$ cat config.mk
export PLATFORM = sky130hd
export DESIGN_NAME = kgp_regfile_sb
export DESIGN_NICKNAME = d
export VERILOG_FILES = /design/src/rtl/kgp_rf_pkg.sv /design/src/rtl/kgp_rf_scoreboard.sv /design/src/rtl/kgp_regfile_sb.sv
export SDC_FILE = /design/constraint.sdc
export NUM_CORES = 2
export LEC_CHECK = 0
export CORE_ASPECT_RATIO = 1.25
export CORE_UTILIZATION = 50
export CTS_BUF_LIST = sky130_fd_sc_hd__clkbuf_8
export DETAILED_ROUTE_END_ITERATION = 8
export PLACE_DENSITY = 0.68
export SLEW_MARGIN = 20
export SYNTH_ARGS = -nofsm -noshare
export SYNTH_HDL_FRONTEND = slang
export SYNTH_HIERARCHICAL = 1
export SYNTH_SLANG_ARGS = --single-unit
$ cat constraint.sdc
create_clock -name clk -period 8.05 [get_ports clk]
set_clock_uncertainty 0.15 [all_clocks]
set_input_delay 1.2075 -clock clk [delete_from_list [all_inputs] [get_ports clk]]
set_output_delay 1.2075 -clock clk [all_outputs]
set_load 0.03 [all_outputs]
$ cat src/rtl/kgp_rf_pkg.sv
// rtl/kgp_rf_pkg.sv - shared register-file defaults and typedefs for decode/writeback
// Macro KGP_RF_ZERO_REG_EN hardwires r0 to zero when defined.
package kgp_rf_pkg;

  localparam int RF_DATA_W   = 32;
  localparam int RF_NUM_REGS = 32;
  localparam int RF_ADDR_W   = $clog2(RF_NUM_REGS);

  typedef logic [RF_ADDR_W-1:0] rf_addr_t;
  typedef logic [RF_DATA_W-1:0] rf_data_t;

`ifdef KGP_RF_ZERO_REG_EN
  localparam bit RF_ZERO_REG = 1'b1;
`else
  localparam bit RF_ZERO_REG = 1'b0;
`endif

endpackage

$ cat src/rtl/kgp_rf_scoreboard.sv
// rtl/kgp_rf_scoreboard.sv - pending-write busy vector, issue acceptance and busy count
// r0 handling follows KGP_RF_ZERO_REG_EN through kgp_rf_pkg::RF_ZERO_REG.
module kgp_rf_scoreboard
  import kgp_rf_pkg::*;
#(
  parameter int NUM_REGS = RF_NUM_REGS,
  parameter int ADDR_W   = $clog2(NUM_REGS)
) (
  input  logic                clk,
  input  logic                rst,
  input  logic                wrEn,
  input  logic [ADDR_W-1:0]   wrAddr,
  input  logic                issueEn,
  input  logic [ADDR_W-1:0]   issueAddr,
  output logic                issueOk,
  output logic                wrAccept,
  output logic [NUM_REGS-1:0] busy,
  output logic [ADDR_W:0]     pendCnt
);

  localparam logic [ADDR_W:0] NumRegsW = (ADDR_W+1)'(NUM_REGS);
  localparam logic [ADDR_W:0] CntOne   = (ADDR_W+1)'(1);

  logic wrInRange, wrZero, issueInRange, issueZero;
  logic busyAtIssue, busyAtWr, issueSet, wrClears;

  assign wrInRange    = {1'b0, wrAddr} < NumRegsW;
  assign issueInRange = {1'b0, issueAddr} < NumRegsW;
  assign wrZero       = RF_ZERO_REG && (wrAddr == '0);
  assign issueZero    = RF_ZERO_REG && (issueAddr == '0);

  assign wrAccept    = wrEn && wrInRange && !wrZero;
  assign busyAtIssue = issueInRange ? busy[issueAddr] : 1'b0;
  assign busyAtWr    = wrInRange ? busy[wrAddr] : 1'b0;

  // A busy destination may be reissued only when its pending write lands this cycle.
  assign issueOk  = issueZero ||
                    (issueInRange && (!busyAtIssue || (wrEn && wrAddr == issueAddr)));
  assign issueSet = issueEn && issueOk && !issueZero;
  assign wrClears = wrAccept && busyAtWr;

  always_ff @(posedge clk) begin
    if (rst) begin
      busy    <= '0;
      pendCnt <= '0;
    end else begin
      if (wrAccept) busy[wrAddr] <= 1'b0;
      // Issue after write so a same-cycle reissue leaves the bit set.
      if (issueSet) busy[issueAddr] <= 1'b1;
      case ({issueSet, wrClears})
        2'b10:   pendCnt <= pendCnt + CntOne;
        2'b01:   pendCnt <= pendCnt - CntOne;
        default: pendCnt <= pendCnt;
      endcase
    end
  end

endmodule

$ cat src/rtl/kgp_regfile_sb.sv
// rtl/kgp_regfile_sb.sv - multi-read-port register file with write bypass and scoreboard
// Macro KGP_RF_ZERO_REG_EN (via kgp_rf_pkg) makes r0 read as constant zero.
module kgp_regfile_sb
  import kgp_rf_pkg::*;
#(
  parameter int DATA_W   = RF_DATA_W,
  parameter int NUM_REGS = RF_NUM_REGS,
  parameter int ADDR_W   = $clog2(NUM_REGS),
  parameter int NUM_RD   = 2,
  parameter int OBS_REG  = 12
) (
  input  logic                     clk,
  input  logic                     rst,
  input  logic [NUM_RD*ADDR_W-1:0] rd_addr,
  output logic [NUM_RD*DATA_W-1:0] rd_data,
  output logic [NUM_RD-1:0]        rd_ready,
  input  logic                     wr_en,
  input  logic [ADDR_W-1:0]        wr_addr,
  input  logic [DATA_W-1:0]        wr_data,
  input  logic                     issue_en,
  input  logic [ADDR_W-1:0]        issue_addr,
  output logic                     issue_ok,
  output logic [ADDR_W:0]          pend_cnt,
  output logic [DATA_W-1:0]        obs_out
);

  localparam logic [ADDR_W:0]   NumRegsW = (ADDR_W+1)'(NUM_REGS);
  localparam logic [ADDR_W-1:0] ObsAddr  = ADDR_W'(OBS_REG);

  logic [DATA_W-1:0]   regs [NUM_REGS];
  logic [NUM_REGS-1:0] busy;
  logic                wrAccept;

  kgp_rf_scoreboard #(
    .NUM_REGS(NUM_REGS),
    .ADDR_W  (ADDR_W)
  ) uScoreboard (
    .clk      (clk),
    .rst      (rst),
    .wrEn     (wr_en),
    .wrAddr   (wr_addr),
    .issueEn  (issue_en),
    .issueAddr(issue_addr),
    .issueOk  (issue_ok),
    .wrAccept (wrAccept),
    .busy     (busy),
    .pendCnt  (pend_cnt)
  );

  always_ff @(posedge clk) begin
    if (rst) begin
      for (int i = 0; i < NUM_REGS; i++) regs[i] <= '0;
      obs_out <= '0;
    end else if (wrAccept) begin
      regs[wr_addr] <= wr_data;
      // obs_out tracks the same edge as the storage write, never lagging it.
      if (wr_addr == ObsAddr) obs_out <= wr_data;
    end
  end

  for (genvar k = 0; k < NUM_RD; k++) begin : gRd
    logic [ADDR_W-1:0] rAddr;
    logic              rInRange, rZero, rBypass, rReady;
    logic [DATA_W-1:0] rData;

    assign rAddr    = rd_addr[k*ADDR_W +: ADDR_W];
    assign rInRange = {1'b0, rAddr} < NumRegsW;
    assign rZero    = RF_ZERO_REG && (rAddr == '0);
    assign rBypass  = wr_en && (wr_addr == rAddr);

    always_comb begin
      rData  = '0;
      rReady = 1'b0;
      if (!rInRange) begin
        rData  = '0;
        rReady = 1'b0;
      end else if (rZero) begin
        rData  = '0;
        rReady = 1'b1;
      end else if (rBypass) begin
        rData  = wr_data;
        rReady = 1'b1;
      end else begin
        rData  = regs[rAddr];
        rReady = !busy[rAddr];
      end
    end

    assign rd_data[k*DATA_W +: DATA_W] = rData;
    assign rd_ready[k]                 = rReady;
  end

endmodule

# Word-level counts from Yosys, hierarchy flattened
# Memories as Yosys holds them, arrays and structs flattened.
# Cells that the tools add are included.
# W data, S select, Z words.
[op_classes]
eq_ne = 6
n_reduce_logical = 14
n_lt_le_gt_ge = 6
bitwise_logic = 3
add_sub_neg = 2
muxes = 28
[ops]
columns = ["op", "count"]
rows = [
  ["$mux W32", 6],
  ["$and A32 B32 Y32", 1],
  ["$not A32 Y32", 1],
  ["$or A32 B32 Y32", 1],
  ["$reduce_or A32 Y1", 1],
  ["$lt A5 B6 Y1 const B", 4],
  ["$bmux W1 S5", 4],
  ["$eq A5 B5 Y1", 3],
  ["$mux W1", 14],
  ["$pmux W6 S2", 1],
  ["$demux W1 S5", 2],
  ["$ge A5 B1 Y1 const B", 2],
  ["$logic_and A1 B1 Y1", 7],
  ["$add A6 B1 Y6 const B", 1],
  ["$sub A6 B1 Y6 const B", 1],
  ["$eq A5 B4 Y1 const B", 1],
  ["$mux W5", 1],
  ["$logic_not A1 Y1", 3],
  ["$eq A2 B1 Y1 const B", 1],
  ["$eq A2 B2 Y1 const B", 1],
  ["$reduce_and A2 Y1", 1],
  ["$reduce_bool A2 Y1", 1],
  ["$logic_or A1 B1 Y1", 1],
]
[word_totals]
ramBits = 1024
out_inout_bits = 105
memories = 1
regBits = 70
elab_cells = 63
[memory_table]
columns = ["name", "depth", "word_bits", "read_ports", "rd_ports_with_merged_regs", "write_ports", "line", "source"]
rows = [
  ["regs", 32, 32, 2, 0, 32, "kgp_regfile_sb.sv:30", "logic [DATA_W-1:0] regs [NUM_REGS];"],
]

# Logic depth before layout (Yosys ltp)
[logic_depth]
depth_word = 10
ltp_mapped = 17
ltp_nobuf = 15

# Modules after synthesis
# Netlist, hierarchy kept.
[modules_own_cells]
columns = ["mod", "instances", "cells_per_inst", "area_per_inst_um2"]
rows = [
  ["kgp_regfile_sb", 1, 4581, 57976.9],
  ["kgp_rf_scoreboard", 1, 278, 2461.1],
]

# Worst setup path after synthesis
# No wires, ideal clock.
[synth_timing]
path_kind = "input to output"
startpoint = "in rd_addr[5]"
endpoint = "out rd_data[62]"
required_ns = 6.693
stages = 8
arrival_ns = 3.328
setup_slack_ns = 3.364
cell_sequence = "buf_6 buf_8 xor2_1 nor4_1 and3_1 buf_2 buf_2 o41ai_1"
[synth_between]
elab_chain_cells = 3
elab_cells_between_ends = 4
classes_between = "1 x eq/ne; 1 x mux; 1 x reduce/logical; 1 x memory"
[synth_lines]
columns = ["element", "line", "source"]
rows = [
  ["from (decl)", "kgp_regfile_sb.sv:14", "input logic [NUM_RD*ADDR_W-1:0] rd_addr,"],
  ["parallel branches: the longest is 2 deep, another holds $mem_v2 Z32 W32", "--", ""],
  ["$mux W32 *", "kgp_regfile_sb.sv:80", "end else if (rBypass) begin"],
  ["to (decl)", "kgp_regfile_sb.sv:15", "output logic [NUM_RD*DATA_W-1:0] rd_data,"],
]
# Every way passes the cells marked *.

# Final worst setup path
[layout_timing]
startpoint = "in rd_addr[1]"
endpoint = "out rd_data[20]"
# The elaborated chain is that of the path after synthesis.

==> flow_summary.ini <==
[clocking]
clock_latency_ns = 0.91
cts_tree = yes
clockBufferDepth = 3
clock-sinks = 1094
clkTransAtPathRegs_ns = 0.05
holdBufCountCts = 0
post_cts_buffers = 0
cts-resized-gates = 0
cts_root_buf = clkbuf_8
cts_max_level = 4
cts_buffers = 183

[yosys]
synth_top_area_share = 0.509
synthTopCellsByCount = 1,043 x mux2i_1, 1,027 x and2_1, 1,024 x edfxtp_1, 320 x clkbuf_1, 257 x a22oi_1
synth_edf_count = 1024
async_reset_ff_frac = 0
synth.most_common_cell = mux2i_1
syn_area_per_cell_um2 = 12.4
synth_warnings = 6
syn_nets = 4921
ys_ff_latch = 1094
synth_ff_type = edfxtp_1
synth_cell_types = 53
synthTopCellsByArea = edfxtp_1 51%, mux2i_1 17%, and2_1 11%
synth_largest_area_cell = edfxtp_1
syn_inst = 4859
syn_area_mm2 = 0.0604
seq_area_frac_synth = 0.532

[global_route]
grt_use_total = 0.341
grt_pass1_vias = 43400
antenna_found_initial = 9
gr-total-overflow = 0
grt_pass1_wl_mm = 300
grt_max_degree = 78

[finish]
fin_util = 0.557
final_nets = 4976
synthToLayoutAreaGrowth_pct = 10.6
drive_above_1_share = 0.114

[worst_setup_path]
required_ns = 6.69
cp_max_fo = 39
r2r-end = uScoreboard/pendCnt[5]$_SDFFE_PP0P_
r2r_slack_ns = 4.40
startpoint_type = input port
reg2reg_from = uScoreboard/busy[3]$_SDFF_PP0_
r2r_cells = 14
end_kind = primary output
crit_start = rd_addr[1]
arrival_ns = 5.76
endpoint = rd_data[20]
crit_type = input port to primary output

[timing]
fmax_mhz = 141
finalCritPeriodShare = 0.884
report.final.slew_viol_count = 0
rsz0062_at_grt = no
setup_tns_ns = 0
setup_slack_ns = 0.936
relSlewSlack = 0.188
fin_crit_ns = 7.11
worst_pin_slew_ns = 1.20
hold_violations = 0
setup_viol = 0

[routing]
ant_nets = 0
wirelength_mm = 212
viasPerCell = 6.56
wl_per_cell_um = 31.9
dr_total_vias = 43600
first_iter_violations = 5135
drc_errors = 0
first_pass_iters = 7

[place]
dp_hpwl_mm = 128
io_buffers = 160
place_congestion = 0.992
pre_cts_slack_ns = 1.04

[pwr]
p_leak_uw = 0.0260
swShare = 0.283
p_sw_uw = 3740
seqPwrFrac = 0.505
clkPwrFrac = 0.349
irDropWorstVdd_v = 0.000154
power.density_mw_per_mm2 = 197
comb_power_share = 0.146
p_int_uw = 9460

[floorplan]
die-area_mm2 = 0.122
rows = 142
die_w_um = 313
fp.coreArea_mm2 = 0.120
chipHeight_um = 391
io_pins = 161
initial_utilization = 0.504

[status]
outcome = finished clean

[job]
cap_violations = 0

[worst_hold_path]
hold_class = flop to flop
## stage by stage
step                hold WS, ns  instances  power, uW  cell area, um^2
global placement          0.285       6311       8620            63500
CTS                       0.301       6645      13200            66800
detailed placement        0.288       6312       8650            63500
finish                    0.297       6650      13200            66900
floorplan                 0.346       4859       7860            60400
global route              0.309       6647      13500            66800
## registers in the layout, indices dropped and copies added, names as in the netlist
name,cells
uScoreboard/pendCnt,6
uScoreboard/busy,32
regs,1024
obs_out,32
## power by group through the flow
stage                     Combinational (uW)  Clock [uW]  Sequential, uW
after floorplan                         1130           0            6730
after global placement                  1860           0            6750
after detailed placement                1870           0            6780
after CTS                               1880        4640            6660
after global routing                    1970        4870            6690
final                                   1930        4600            6670
## metal layers
metal / part of all wire / track usage / vias to the layer above
met5: 0.00011 / 0 / -
met4: 0.072 / 0.228 / 4
met3: 0.096 / 0.0688 / 667
met2: 0.46 / 0.550 / 2652
met1: 0.37 / 0.415 / 21900
li1: - / - / 18400
## worst min path at each step
stage / start / end / slack (ns) / cells past startpoint
5_1_grt: obs_out[8]$_SDFFE_PP0P_ / obs_out[8]$_SDFFE_PP0P_ / 0.31 / 1
3_5_place_dp: obs_out[27]$_SDFFE_PP0P_ / obs_out[27]$_SDFFE_PP0P_ / 0.29 / 1
3_3_place_gp: obs_out[11]$_SDFFE_PP0P_ / obs_out[11]$_SDFFE_PP0P_ / 0.28 / 1
6_report: obs_out[23]$_SDFFE_PP0P_ / obs_out[23]$_SDFFE_PP0P_ / 0.30 / 1
4_1_cts: obs_out[23]$_SDFFE_PP0P_ / obs_out[23]$_SDFFE_PP0P_ / 0.30 / 1
2_1_floorplan: uScoreboard/busy[11]$_SDFF_PP0_ / uScoreboard/busy[11]$_SDFF_PP0_ / 0.35 / 2
## placed cells by master (no fill, tap or decap), drive strengths merged, types with 10 or more instances in the layout
cell           instances
clkbuf               201
mux2i               1043
nor2                  44
dfxtp                 70
clkinv                56
nor2b                 22
o22ai                 71
clkdlybuf4s50        156
or2                   38
nand2                 89
a21o                  34
o41ai                 64
a21oi                136
edfxtp              1024
inv                   85
a22o                 128
buf                  209
and2                1028
a221oi               129
xnor2                 10
mux4                  28
o21ai                 49
xor2                  10
nand3b                27
a22oi                257
## cell families (layout without fill, tap and decap cells)
family,Yosys count,count (layout),share of synthesized area
and+or+nand+nor,1285,1285,0.129
DFF,1094,1094,0.532
muxes,1071,1071,0.183
AOI/OAI and AO/OA,876,876,0.109
buffers and inverters,507,710,0.0430
xor gates and xnor gates,20,20,0.00290
adders and majority gates,6,6,0.00137
other,0,4,0
## layout make-up
cell class,count,area (um^2)
Inverter,12,45.0
Multi-Input combinational cell,3258,25900
Timing Repair Buffer,365,3490
Tap cell,1584,1980
Antenna cell,4,10.0
Fill cell,10100,53100
Sequential cell,1094,32200
Clock inverter,132,551
Clock buffer,201,2770
## critical path, stage by stage
cell             delay (ns)
clkdlybuf4s50_1        1.08
nor2b_4                0.26
buf_12                 0.29
buf_4                  0.28
a22o_1                 0.25
a221oi_1               0.59
o22ai_1                0.23
o41ai_2                0.68
clkdlybuf4s50_1        0.81
Note: power is estimated with default switching activity, not from simulation.
